[config.mk]
export PLATFORM = sky130hd
export DESIGN_NAME = regfile_wb_arbiter
export DESIGN_NICKNAME = d
export VERILOG_FILES = /design/src/rtl/regfile_wb_arbiter.sv
export SDC_FILE = /design/constraint.sdc
export NUM_CORES = 1
export LEC_CHECK = 0
export BUFFER_PORTS_ARGS = -buffer_cell sky130_fd_sc_hd__buf_2
export CAP_MARGIN = 5
export CORE_MARGIN = 2
export CORE_UTILIZATION = 40
export DETAILED_ROUTE_END_ITERATION = 12
export HOLD_SLACK_MARGIN = 0.08
export PLACE_DENSITY = 0.65
export SLEW_MARGIN = 20
export SYNTH_ARGS = -nofsm -noshare
export SYNTH_HDL_FRONTEND = slang
export SYNTH_SLANG_ARGS = --single-unit
[constraint.sdc]
create_clock -name clk -period 3.77 [get_ports clk]
set_clock_uncertainty 0.05 [all_clocks]
set_input_delay 0.377 -clock clk [delete_from_list [all_inputs] [get_ports clk]]
set_output_delay 0.377 -clock clk [all_outputs]
set_load 0.01 [all_outputs]
[src/rtl/regfile_wb_arbiter.sv]
// Writeback front end for the single-write-port register file: per-source FIFOs
// feeding a round-robin arbiter that drives one registered write port.
module regfile_wb_arbiter #(
   parameter int unsigned DATA_WIDTH = 32,
   parameter int unsigned DEPTH      = 64,
   parameter int unsigned SRC_COUNT  = 4,
   parameter int unsigned FIFO_DEPTH = 2,
   parameter int unsigned ADDR_DEPTH = (DEPTH > 1) ? $clog2(DEPTH) : 1
) (
   input  logic                                  clk,
   input  logic                                  rst_n,
   input  logic [SRC_COUNT-1:0]                  src_valid_i,
   output logic [SRC_COUNT-1:0]                  src_ready_o,
   input  logic [SRC_COUNT-1:0][ADDR_DEPTH-1:0]  src_waddr_i,
   input  logic [SRC_COUNT-1:0][DATA_WIDTH-1:0]  src_wdata_i,
   output logic                                  we_o,
   output logic [ADDR_DEPTH-1:0]                 waddr_o,
   output logic [DATA_WIDTH-1:0]                 wdata_o,
   output logic                                  busy_o
);

   localparam int unsigned PTR_W = $clog2(FIFO_DEPTH);
   localparam int unsigned CNT_W = $clog2(FIFO_DEPTH + 1);
   localparam int unsigned SRC_W = (SRC_COUNT > 1) ? $clog2(SRC_COUNT) : 1;

   logic [ADDR_DEPTH-1:0] mem_addr [SRC_COUNT][FIFO_DEPTH];
   logic [DATA_WIDTH-1:0] mem_data [SRC_COUNT][FIFO_DEPTH];
   logic [PTR_W-1:0]      wr_ptr   [SRC_COUNT];
   logic [PTR_W-1:0]      rd_ptr   [SRC_COUNT];
   logic [CNT_W-1:0]      count    [SRC_COUNT];

   logic [SRC_COUNT-1:0]  cand;
   logic [SRC_COUNT-1:0]  push;
   logic [SRC_COUNT-1:0]  pop;
   logic                  grant_valid;
   logic [SRC_W-1:0]      winner;
   logic [SRC_W-1:0]      rr_ptr;
   logic [SRC_W-1:0]      rr_next;

   // Ready comes from the registered count only, so a full FIFO never passes through.
   always_comb begin
      src_ready_o = '0;
      cand        = '0;
      push        = '0;
      for (int unsigned s = 0; s < SRC_COUNT; s++) begin
         src_ready_o[s] = (count[s] != CNT_W'(FIFO_DEPTH)) && rst_n;
         cand[s]        = (count[s] != '0);
         push[s]        = src_valid_i[s] && src_ready_o[s];
      end
   end

   // Round-robin search upward from rr_ptr, wrapping modulo SRC_COUNT.
   always_comb begin
      grant_valid = 1'b0;
      winner      = '0;
      for (int unsigned i = 0; i < SRC_COUNT; i++) begin
         if (!grant_valid && cand[SRC_W'((32'(rr_ptr) + i) % SRC_COUNT)]) begin
            grant_valid = 1'b1;
            winner      = SRC_W'((32'(rr_ptr) + i) % SRC_COUNT);
         end
      end
   end

   always_comb begin
      pop = '0;
      for (int unsigned s = 0; s < SRC_COUNT; s++) begin
         pop[s] = grant_valid && (winner == SRC_W'(s));
      end
   end

   always_comb begin
      rr_next = rr_ptr;
      if (grant_valid) begin
         rr_next = (32'(winner) == SRC_COUNT - 1) ? '0 : winner + SRC_W'(1);
      end
   end

   // FIFO storage carries no reset; only pointers and counts define occupancy.
   always_ff @(posedge clk) begin
      for (int unsigned s = 0; s < SRC_COUNT; s++) begin
         if (push[s]) begin
            mem_addr[s][wr_ptr[s]] <= src_waddr_i[s];
            mem_data[s][wr_ptr[s]] <= src_wdata_i[s];
         end
      end
   end

   always_ff @(posedge clk) begin
      if (!rst_n) begin
         for (int unsigned s = 0; s < SRC_COUNT; s++) begin
            wr_ptr[s] <= '0;
            rd_ptr[s] <= '0;
            count[s]  <= '0;
         end
      end else begin
         for (int unsigned s = 0; s < SRC_COUNT; s++) begin
            if (push[s]) begin
               wr_ptr[s] <= wr_ptr[s] + PTR_W'(1);
            end
            if (pop[s]) begin
               rd_ptr[s] <= rd_ptr[s] + PTR_W'(1);
            end
            if (push[s] && !pop[s]) begin
               count[s] <= count[s] + CNT_W'(1);
            end else if (!push[s] && pop[s]) begin
               count[s] <= count[s] - CNT_W'(1);
            end
         end
      end
   end

   // Registered write port; address/data hold when nothing is granted.
   always_ff @(posedge clk) begin
      if (!rst_n) begin
         rr_ptr  <= '0;
         we_o    <= 1'b0;
         waddr_o <= '0;
         wdata_o <= '0;
      end else begin
         rr_ptr <= rr_next;
         we_o   <= grant_valid;
         if (grant_valid) begin
            waddr_o <= mem_addr[winner][rd_ptr[winner]];
            wdata_o <= mem_data[winner][rd_ptr[winner]];
         end
      end
   end

   assign busy_o = we_o || (|cand);

endmodule

==> results of run 1 <==
[metrics by stage]
stage | total power [mW] | hold slack (ns) | cell area, µm² | cells
2_1_floorplan | 11.2 | 0.412 | 14200 | 867
3_3_place_gp | 13.3 | 0.456 | 15900 | 1494
3_5_place_dp | 13.5 | 0.469 | 15900 | 1494
4_1_cts | 17.3 | 0.233 | 18600 | 1714
5_1_grt | 18.3 | 0.256 | 18700 | 1716
6_report | 17.2 | 0.247 | 18700 | 1716
[power by group through the flow]
stage	clock network [mW]	registers [mW]	logic, mW
2_1_floorplan	0	5.30	5.87
3_3_place_gp	0	5.32	8.00
3_5_place_dp	0	5.33	8.19
4_1_cts	3.73	5.25	8.34
5_1_grt	3.89	5.31	9.11
6_report	3.66	5.26	8.32
[worst max-delay path, cell delays in order, from the launching register on]
cell       delay (ns)
edfxtp_1         0.38
inv_1            0.12
ha_1             0.26
or3b_1           0.40
a22oi_1          0.16
o21ai_1          0.14
a31o_4           0.27
nor4_1           0.42
nand4bb_4        0.46
buf_4            0.25
o211ai_1         0.11
a31o_1           0.23
[layout make-up]
cell class	instances	area [µm²]	area share (%)
Timing Repair Buffer	386	2920	15.6
Clock buffer	56	1090	5.84
Clock inverter	12	146	0.784
Tap cell	455	569	3.05
Antenna cell	1	2.50	0.0134
Multi-Input combinational cell	438	3550	19.0
Sequential cell	361	10400	55.5
Inverter	7	26.3	0.141
[layer usage]
layer / GRT usage (%) / part of all wire, %
met5: 0 / 0.029
met4: 4.64 / 1.3
met3: 3.13 / 5.9
met2: 35.1 / 49
met1: 28.4 / 44
[registers in the layout (all words and copies together) (netlist names)]
name,count
rr_ptr,2
mem_data,256
we_o,1
rd_ptr,4
mem_addr,48
wr_ptr,4
wdata_o,32
count,8
waddr_o,6
[cell usage after synthesis (all sizes together) (2+ instances only)]
cell and number:
or3 3, and2 2, or2 3, nand2b 4, nand2 16, o21ba 2
nor4 3, nor3 6, dfxtp 47, nor2 12, xnor2 4, edfxtp 314
a21oi 3, a21boi 5, and3 46, ha 3, nor2b 8, o21bai 2
a22oi 77, clkbuf 31, mux2i 78, nor3b 5, o21ai 9, inv 7
o21a 2, a31o 40, buf 30, nand3 6, o211ai 78, xor2 4
[final timing paths]
check | startpoint | to | cells past startpoint
min | src_valid_i[0] | wr_ptr[0] | 3
min reg2reg | wr_ptr[0] | wr_ptr[0] | 1
max | count[3][0] | wdata_o[16] | 11
max reg2reg | count[3][0] | wdata_o[16] | 11
[logic make-up after synthesis]
family	Yosys count	share of synthesized area, %
xor gates and xnor gates	8	0.494
muxes	80	5.77
and+or+nand+nor	121	5.22
DFF	361	73.1
buffers and inverters	68	2.43
adders and majority gates	3	0.265
AOI/OAI and AO/OA	226	12.7
==> results.py, run 1 <==
metrics = {
    "outcome": {
        "status": "finished, final reports clean",
    },
    "cts": {
        "postCtsSetupBuffers": 0,
        "holdBufCountCts": 152,
        "numCtsBuffers": 38,
        "ctsHtreeMaxLevel": 2,
        "root_buffer": "clkbuf_16",
        "clkTransAtPathRegs_ns": 0.06,
        "cts_tree": "done",
        "cts.sinks": 361,
        "cts_buffer_depth": 3,
        "cts_resized": 0,
        "clkLatencyLatePin_ns": 0.51,
    },
    "synthesis": {
        "yosysSeqAreaShare_pct": 73.1,
        "yosys-top-cells-area": "edfxtp_1 (66%), dfxtp_1 (6.6%), mux2i_1 (5.5%), a22oi_1 (4.1%), o211ai_1 (3.5%)",
        "synth_async_sr_flop_share_pct": 0,
        "yosysTopAreaCellShare_pct": 66.5,
        "synth_area_per_cell_um2": 16.4,
        "synth_edf_count": 314,
        "synth_top_area_cell": "edfxtp_1",
        "yosys_warnings": 0,
        "synth_flop_cell": "edfxtp_1",
        "syn-cell-area_mm2": 0.0142,
        "yosys_register_bits": 361,
        "synth_fp_nets": 1028,
        "synthesis.instances": 867,
        "ys_types": 61,
    },
    "worst_setup_path": {
        "cp_max_fo": 16,
        "crit_type": "register to register",
        "critPathLaunchType": "register",
        "worstPathRequired_ns": 4.12,
        "arrival_ns": 3.72,
        "r2r_slack_ns": 0.40,
        "end_kind": "register",
    },
    "pwr": {
        "switching_power_mw": 6.52,
        "power.leakage_nw": 6.99,
        "seqPwrFrac_pct": 30.5,
        "power_density_mw_per_mm2": 923,
        "ir_drop_mv": 0.669,
        "switching_share_pct": 37.8,
        "pwr-share-clk_pct": 21.3,
        "power_frac_comb_pct": 48.2,
        "intPower_mw": 10.7,
    },
    "grt": {
        "grt-ovfl-total": 0,
        "antenna_found_initial": 2,
        "grt_pass1_vias": 9594,
        "grt_max_degree": 51,
        "grt_use_total_pct": 20.7,
        "grt_pass1_wl_mm": 57.0,
    },
    "final_layout": {
        "num-nets-final": 1393,
        "layout-drive-gt1-share_pct": 26.8,
        "final_common_cell": "edfxtp_1",
        "utilization_pct": 53.8,
        "final.fill_count": 2832,
        "area_growth_pct": 31.6,
        "final_cell_mix": "edfxtp_1 (314), buf_2 (201), dlygate4sd3_1 (152)",
    },
    "timing": {
        "hold_violations": 0,
        "setup_tns_ns": 0,
        "fin_crit_ns": 3.37,
        "rsz0062_at_grt": "no",
        "setup_ws_ns": 0.400,
        "finalSetupViolCount": 0,
        "tightest_slew_ns": 0.728,
        "fmax_mhz": 297,
        "slew_violations": 0,
        "post-route-period-util_pct": 89.4,
        "relSlewSlack_pct": 51.5,
    },
    "die": {
        "fp.dieH_um": 192,
        "fp.dieArea_mm2": 0.0370,
        "pin_count": 202,
        "core_mm2": 0.0347,
        "initial_utilization_pct": 40.9,
        "die_x_um": 192,
        "row_count": 68,
    },
    "detailed_routing": {
        "route.detailed.drc": 0,
        "drt-pass1-iter-count": 5,
        "wl_per_cell_um": 22.2,
        "dr_total_vias": 9195,
        "vias_per_cell": 5.36,
        "wl_mm": 38.0,
        "drt_iter0_markers": 703,
        "ant_nets": 0,
    },
    "placed_design": {
        "gp_congestion": 0.799,
        "pre_cts_ws_ns": 0.405,
        "dp.final_hpwl_mm": 23.1,
        "port_buffers": 201,
    },
    "flow_run": {
        "max_cap_viol_count": 0,
    },
    "worst_hold_path": {
        "hp-class": "input port to register",
    },
}
No activity file was read; power rests on OpenSTA's default activity.
==> run 2: changes to the inputs <==
--- a/config.mk
+++ b/config.mk
@@ -11,6 +11,7 @@
 export CORE_UTILIZATION = 40
 export DETAILED_ROUTE_END_ITERATION = 12
 export HOLD_SLACK_MARGIN = 0.08
+export MAX_ROUTING_LAYER = met4
 export PLACE_DENSITY = 0.65
 export SLEW_MARGIN = 20
 export SYNTH_ARGS = -nofsm -noshare
==> results.py, run 2 (synthesized netlist as in run 1, its figures left out) <==
metrics = {
    "grt": {
        "grt-ovfl-total": 0,
        "grt_pass1_wl_mm": 57.0,
        "met1_usage_pct": 28.5,
        "antenna_found_initial": 3,
        "grt_pass1_vias": 9585,
        "grt_max_degree": 51,
        "grt_util_met2_pct": 35.0,
        "grt_use_total_pct": 21.3,
        "gr-usage-met3_pct": 3.00,
        "grt-busiest-layer": "met2",
    },
    "timing": {
        "setup_tns_ns": 0,
        "post-route-period-util_pct": 89.1,
        "fin_crit_ns": 3.36,
        "hold_violations": 0,
        "rsz0062_at_grt": "no",
        "finalSetupViolCount": 0,
        "hold_slack_ns": 0.248,
        "relSlewSlack_pct": 50.5,
        "slew_violations": 0,
        "fmax_mhz": 298,
        "setup_ws_ns": 0.411,
        "tightest_slew_ns": 0.736,
    },
    "die": {
        "die_x_um": 192,
        "initial_utilization_pct": 40.9,
        "fp.dieH_um": 192,
        "row_count": 68,
        "core_mm2": 0.0347,
        "fp.dieArea_mm2": 0.0370,
        "pin_count": 202,
    },
    "worst_setup_path": {
        "crit_chain": "inv_1 > ha_1 > or3b_1 > o211ai_1 > o21ai_1 > a31o_4 > nor4_1 > nand4bb_4 > buf_4 > o211ai_1 > a31o_1",
        "end_kind": "register",
        "max_stage_delay_ns": 0.45,
        "cp-startpoint": "count[3][0]",
        "crit_type": "register to register",
        "critPathLaunchType": "register",
        "arrival_ns": 3.72,
        "crit_slowest_cell": "nand4bb_4",
        "r2r-start": "count[3][0]",
        "worstPathRequired_ns": 4.13,
        "cpMostUsedCell": "o211ai_1",
        "cp_max_fo": 16,
    },
    "placed_design": {
        "place_area_mm2": 0.0159,
        "pre_cts_ws_ns": 0.405,
        "port_buffers": 201,
        "gp_congestion": 0.810,
        "dp.final_hpwl_mm": 23.1,
    },
    "outcome": {
        "status": "finished, final reports clean",
    },
    "detailed_routing": {
        "drt-pass1-iter-count": 5,
        "route.detailed.drc": 0,
        "wl_per_cell_um": 22.1,
        "dr_total_vias": 9250,
        "ant_nets": 0,
        "wl_mm": 38.0,
        "drt_iter0_markers": 660,
        "vias_per_cell": 5.38,
    },
    "pwr": {
        "power_density_mw_per_mm2": 923,
        "power.leakage_nw": 6.99,
        "ir_drop_mv": 0.666,
    },
    "cts": {
        "cts_buffer_depth": 3,
        "ctsHtreeMaxLevel": 2,
        "clkTransAtPathRegs_ns": 0.06,
        "root_buffer": "clkbuf_16",
        "cts.sinks": 361,
        "cts_tree": "done",
        "postCtsSetupBuffers": 0,
        "numCtsBuffers": 38,
        "clkLatencyLatePin_ns": 0.51,
    },
    "final_layout": {
        "area_growth_pct": 31.7,
        "utilization_pct": 53.8,
        "final.fill_count": 2831,
        "layout-drive-gt1-share_pct": 26.8,
        "design_area_mm2": 0.0187,
        "num-nets-final": 1393,
        "final_cell_mix": "edfxtp_1 (314), buf_2 (201), dlygate4sd3_1 (152)",
        "final_common_cell": "edfxtp_1",
        "largest_reg_flops": 256,
    },
    "worst_hold_path": {
        "hp-class": "input port to register",
        "min_from": "src_valid_i[0]",
    },
    "flow_run": {
        "max_cap_viol_count": 0,
    },
}
[run 2: cell count changes in the layout (fill, tap and decap cells not counted)]
| cell | before | now |
|---|---|---|
| diode_2 | 1 | 3 |
[run 2: per-stage QoR]
stage               std cells  power, mW
CTS                      1714       17.3
floorplan                 867       11.2
global placement         1494       13.3
global route             1718       18.3
finish                   1718       17.2
detailed placement       1494       13.5
[run 2: layer usage]
layer	up-vias	share of wire [%]
met4	0	1.3
li1	4242	-
met5	-	0
met1	4665	44
met3	47	5.3
met2	296	49
[run 2: what timing repair did]
action	CTS	global route
hold buffers	152	0
hold endpoints to repair	304	0
resized for setup	0	0
[run 2: power breakdown]
group / switching [mW] / total [mW] / leakage (nW) / internal, mW
combinational: 4.79 / 8.32 / 3.11 / 3.54
sequential: 0.282 / 5.26 / 3.28 / 4.97
clock: 1.45 / 3.66 / 0.599 / 2.21
[run 2: final timing paths]
| check | slack, ns | end | cells past startpoint |
|---|---|---|---|
| worst max-delay path | 0.41 | wdata_o[20] | 11 |
| worst min-delay path | 0.25 | wr_ptr[0] | 3 |
| worst max register to register | 0.41 | wdata_o[20] | 11 |
| worst min register to register | 0.48 | wr_ptr[0] | 1 |
[run 2: cell type report]
type                            count  area (µm²)  area share, %
Timing Repair Buffer              386        2920           15.6
Clock inverter                     12         146          0.784
Antenna cell                        3        7.51         0.0402
Tap cell                          455         569           3.05
Multi-Input combinational cell    438        3550           19.0
Inverter                            7        26.3          0.141
Clock buffer                       56        1090           5.83
Sequential cell                   361       10400           55.5
[run 2: worst max-delay path: cells and delay by family (launching register included)]
family	cells	cell delay (ns)
adder cells (fa/ha/maj)	1	0.26
flip-flops	1	0.38
AO/OA/AOI/OAI	5	0.91
AND/OR/NAND/NOR	3	1.27
buffers and inverters	2	0.37
==> run 3: changes to the inputs <==
--- a/config.mk
+++ b/config.mk
@@ -5,6 +5,7 @@
 export SDC_FILE = /design/constraint.sdc
 export NUM_CORES = 1
 export LEC_CHECK = 0
+export ABC_AREA = 1
 export BUFFER_PORTS_ARGS = -buffer_cell sky130_fd_sc_hd__buf_2
 export CAP_MARGIN = 5
 export CORE_MARGIN = 2
==> results.py, run 3 <==
metrics = {
    "worst_setup_path": {
        "worstRegToRegCells": 16,
        "worstPathRequired_ns": 4.21,
        "critPathLaunchType": "register",
        "crit_type": "register to register",
        "cp_max_fo": 56,
        "r2r-start": "count[1][0]",
        "cp-startpoint": "count[1][0]",
        "end_kind": "register",
        "arrival_ns": 3.65,
        "r2r-end": "wdata_o[14]",
        "r2r_slack_ns": 0.55,
    },
    "die": {
        "core_mm2": 0.0385,
        "initial_utilization_pct": 40.3,
        "fp.dieArea_mm2": 0.0403,
        "die_x_um": 201,
        "fp.dieH_um": 201,
        "row_count": 72,
        "pin_count": 202,
    },
    "timing": {
        "fmax_mhz": 311,
        "rsz0062_at_grt": "no",
        "relSlewSlack_pct": 44.5,
        "post-route-period-util_pct": 85.3,
        "fin_crit_ns": 3.22,
        "slew_violations": 0,
        "hold_slack_ns": 0.208,
        "tightest_slew_ns": 0.832,
        "hold_violations": 0,
        "setup_tns_ns": 0,
        "finalSetupViolCount": 0,
    },
    "synthesis": {
        "synth_top_area_cell": "edfxtp_1",
        "yosysSeqAreaShare_pct": 66.9,
        "ys_types": 36,
        "yosys_warnings": 0,
        "synthesis.instances": 1499,
        "synth_flop_cell": "edfxtp_1",
        "synth_fp_nets": 1660,
        "synth_edf_count": 314,
        "yosysTopAreaCellShare_pct": 60.9,
        "syn-cell-area_mm2": 0.0155,
        "yosys_register_bits": 361,
        "synth_async_sr_flop_share_pct": 0,
        "synth_most_common_cell": "nand2_1",
        "synth_common_cells": "nand2_1 (731), edfxtp_1 (314), nand3_1 (195), dfxtp_1 (47), buf_2 (27)",
        "synth_area_per_cell_um2": 10.3,
        "yosys-top-cells-area": "edfxtp_1 (61%), nand2_1 (18%), nand3_1 (6.3%), dfxtp_1 (6.1%), buf_6 (1.5%)",
    },
    "detailed_routing": {
        "drt-pass1-iter-count": 5,
        "ant_nets": 0,
        "route.detailed.drc": 0,
        "wl_per_cell_um": 17.5,
        "vias_per_cell": 4.92,
        "drt_iter0_markers": 758,
        "wl_mm": 41.8,
        "dr_total_vias": 11700,
    },
    "cts": {
        "root_buffer": "clkbuf_16",
        "clkLatencyLatePin_ns": 0.55,
        "cts_buffer_depth": 3,
        "holdBufCountCts": 152,
        "postCtsSetupBuffers": 0,
        "cts_resized": 0,
        "cts_tree": "done",
        "cts.sinks": 361,
        "clkTransAtPathRegs_ns": 0.06,
        "numCtsBuffers": 41,
        "ctsHtreeMaxLevel": 2,
    },
    "final_layout": {
        "final_cell_mix": "nand2_1 (729), edfxtp_1 (314), buf_2 (201)",
        "area_growth_pct": 27.6,
        "largest_reg_flops": 256,
        "num-nets-final": 1995,
        "final_cells": 2388,
        "layout-drive-gt1-share_pct": 18.3,
        "final_common_cell": "nand2_1",
        "final.fill_count": 3481,
        "utilization_pct": 51.4,
    },
    "pwr": {
        "total_power_mw": 18.7,
        "power_density_mw_per_mm2": 948,
        "power.leakage_nw": 8.47,
        "ir_drop_mv": 1.23,
    },
    "worst_hold_path": {
        "min_from": "rst_n",
        "hp-class": "input port to register",
        "holdPathStages": 3,
        "hold_end": "wr_ptr[0]",
    },
    "placed_design": {
        "gp_congestion": 0.876,
        "port_buffers": 201,
        "place_inst": 2157,
        "dp.final_hpwl_mm": 25.3,
    },
    "grt": {
        "grt_pass1_vias": 11500,
        "antenna_found_initial": 3,
        "grt-ovfl-total": 0,
        "grt_use_total_pct": 21.3,
        "grt_max_degree": 120,
        "grt_pass1_wl_mm": 63.9,
    },
    "outcome": {
        "status": "finished, final reports clean",
    },
    "flow_run": {
        "max_cap_viol_count": 0,
    },
}
==> run 3: changes by cell type in the layout (fill, tap and decap cells not counted), sizes merged, moves of 15 or more <==
cell    previous run  this run
nor2              12        27
nand3              6       212
o211ai            78         0
and3              46         0
a31o              40         0
inv                8        31
a22oi             77         0
mux2i             78         1
nand2             16       742
==> run 3: kinds of logic after synthesis <==
kind of cell | synth area share, %
xor gates and xnor gates | 0.113
and+or+nand+nor | 26.9
DFF | 66.9
adders and majority gates | 0.242
buffers and inverters | 4.75
AOI/OAI and AO/OA | 0.986
muxes | 0.0646
==> run 3: per-layer routing <==
metal / wire length, µm / part of all wire, % / global-route usage (%) / vias up
li1: - / - / - / 5692
met1: 18400 / 44 / 27.6 / 5583
met2: 19600 / 47 / 33.4 / 383
met3: 2590 / 6.2 / 4.20 / 87
met4: 1180 / 2.8 / 7.70 / 0
met5: 0 / 0 / - / -
==> run 3: power breakdown <==
part,total (mW),internal (mW),switching (mW)
registers,5.21,4.96,0.250
logic,9.68,2.94,6.74
clock network,3.85,2.27,1.58
==> run 3: how the worst max path moves through the flow <==
stage | to | slack (ns) | cells past startpoint
2_1_floorplan | mem_addr[1][0] | 0.39 | 5
3_3_place_gp | wdata_o[20] | 0.71 | 19
3_5_place_dp | wdata_o[14] | 0.58 | 19
4_1_cts | wdata_o[15] | 0.56 | 19
5_1_grt | wdata_o[14] | 0.25 | 16
6_report | wdata_o[14] | 0.55 | 16
==> run 3: layout make-up <==
cell class	count	area (µm²)	area share, %
multi-input cells	1022	4480	22.7
well taps	518	648	3.28
flip-flops and latches	361	10400	52.5
clock buffers	59	1190	6.00
inverters	29	113	0.570
diodes	3	7.51	0.0380
clock inverters	17	123	0.620
repair buffers	379	2840	14.3
==> run 3: metrics by stage <==
stage / setup slack, ns / cell area (µm²)
global placement: 0.709 / 16900
detailed placement: 0.584 / 16900
floorplan: 0.389 / 15500
global route: 0.246 / 19800
CTS: 0.561 / 19800
finish: 0.554 / 19800
==> run 3: critical path: stages (launching register included) <==
cell      delay [ns]
edfxtp_1        0.49
nor2_1          0.28
nand2_1         0.10
nand3_1         0.10
nand2_1         0.16
nor2_2          0.16
nand4_4         0.20
nand2_8         0.36
nand2_1         0.12
nand2_1         0.08
nand2_1         0.06
nand2_2         0.17
buf_4           0.48
nand2_1         0.12
nand2_1         0.09
nand2_1         0.05
nand2_1         0.07
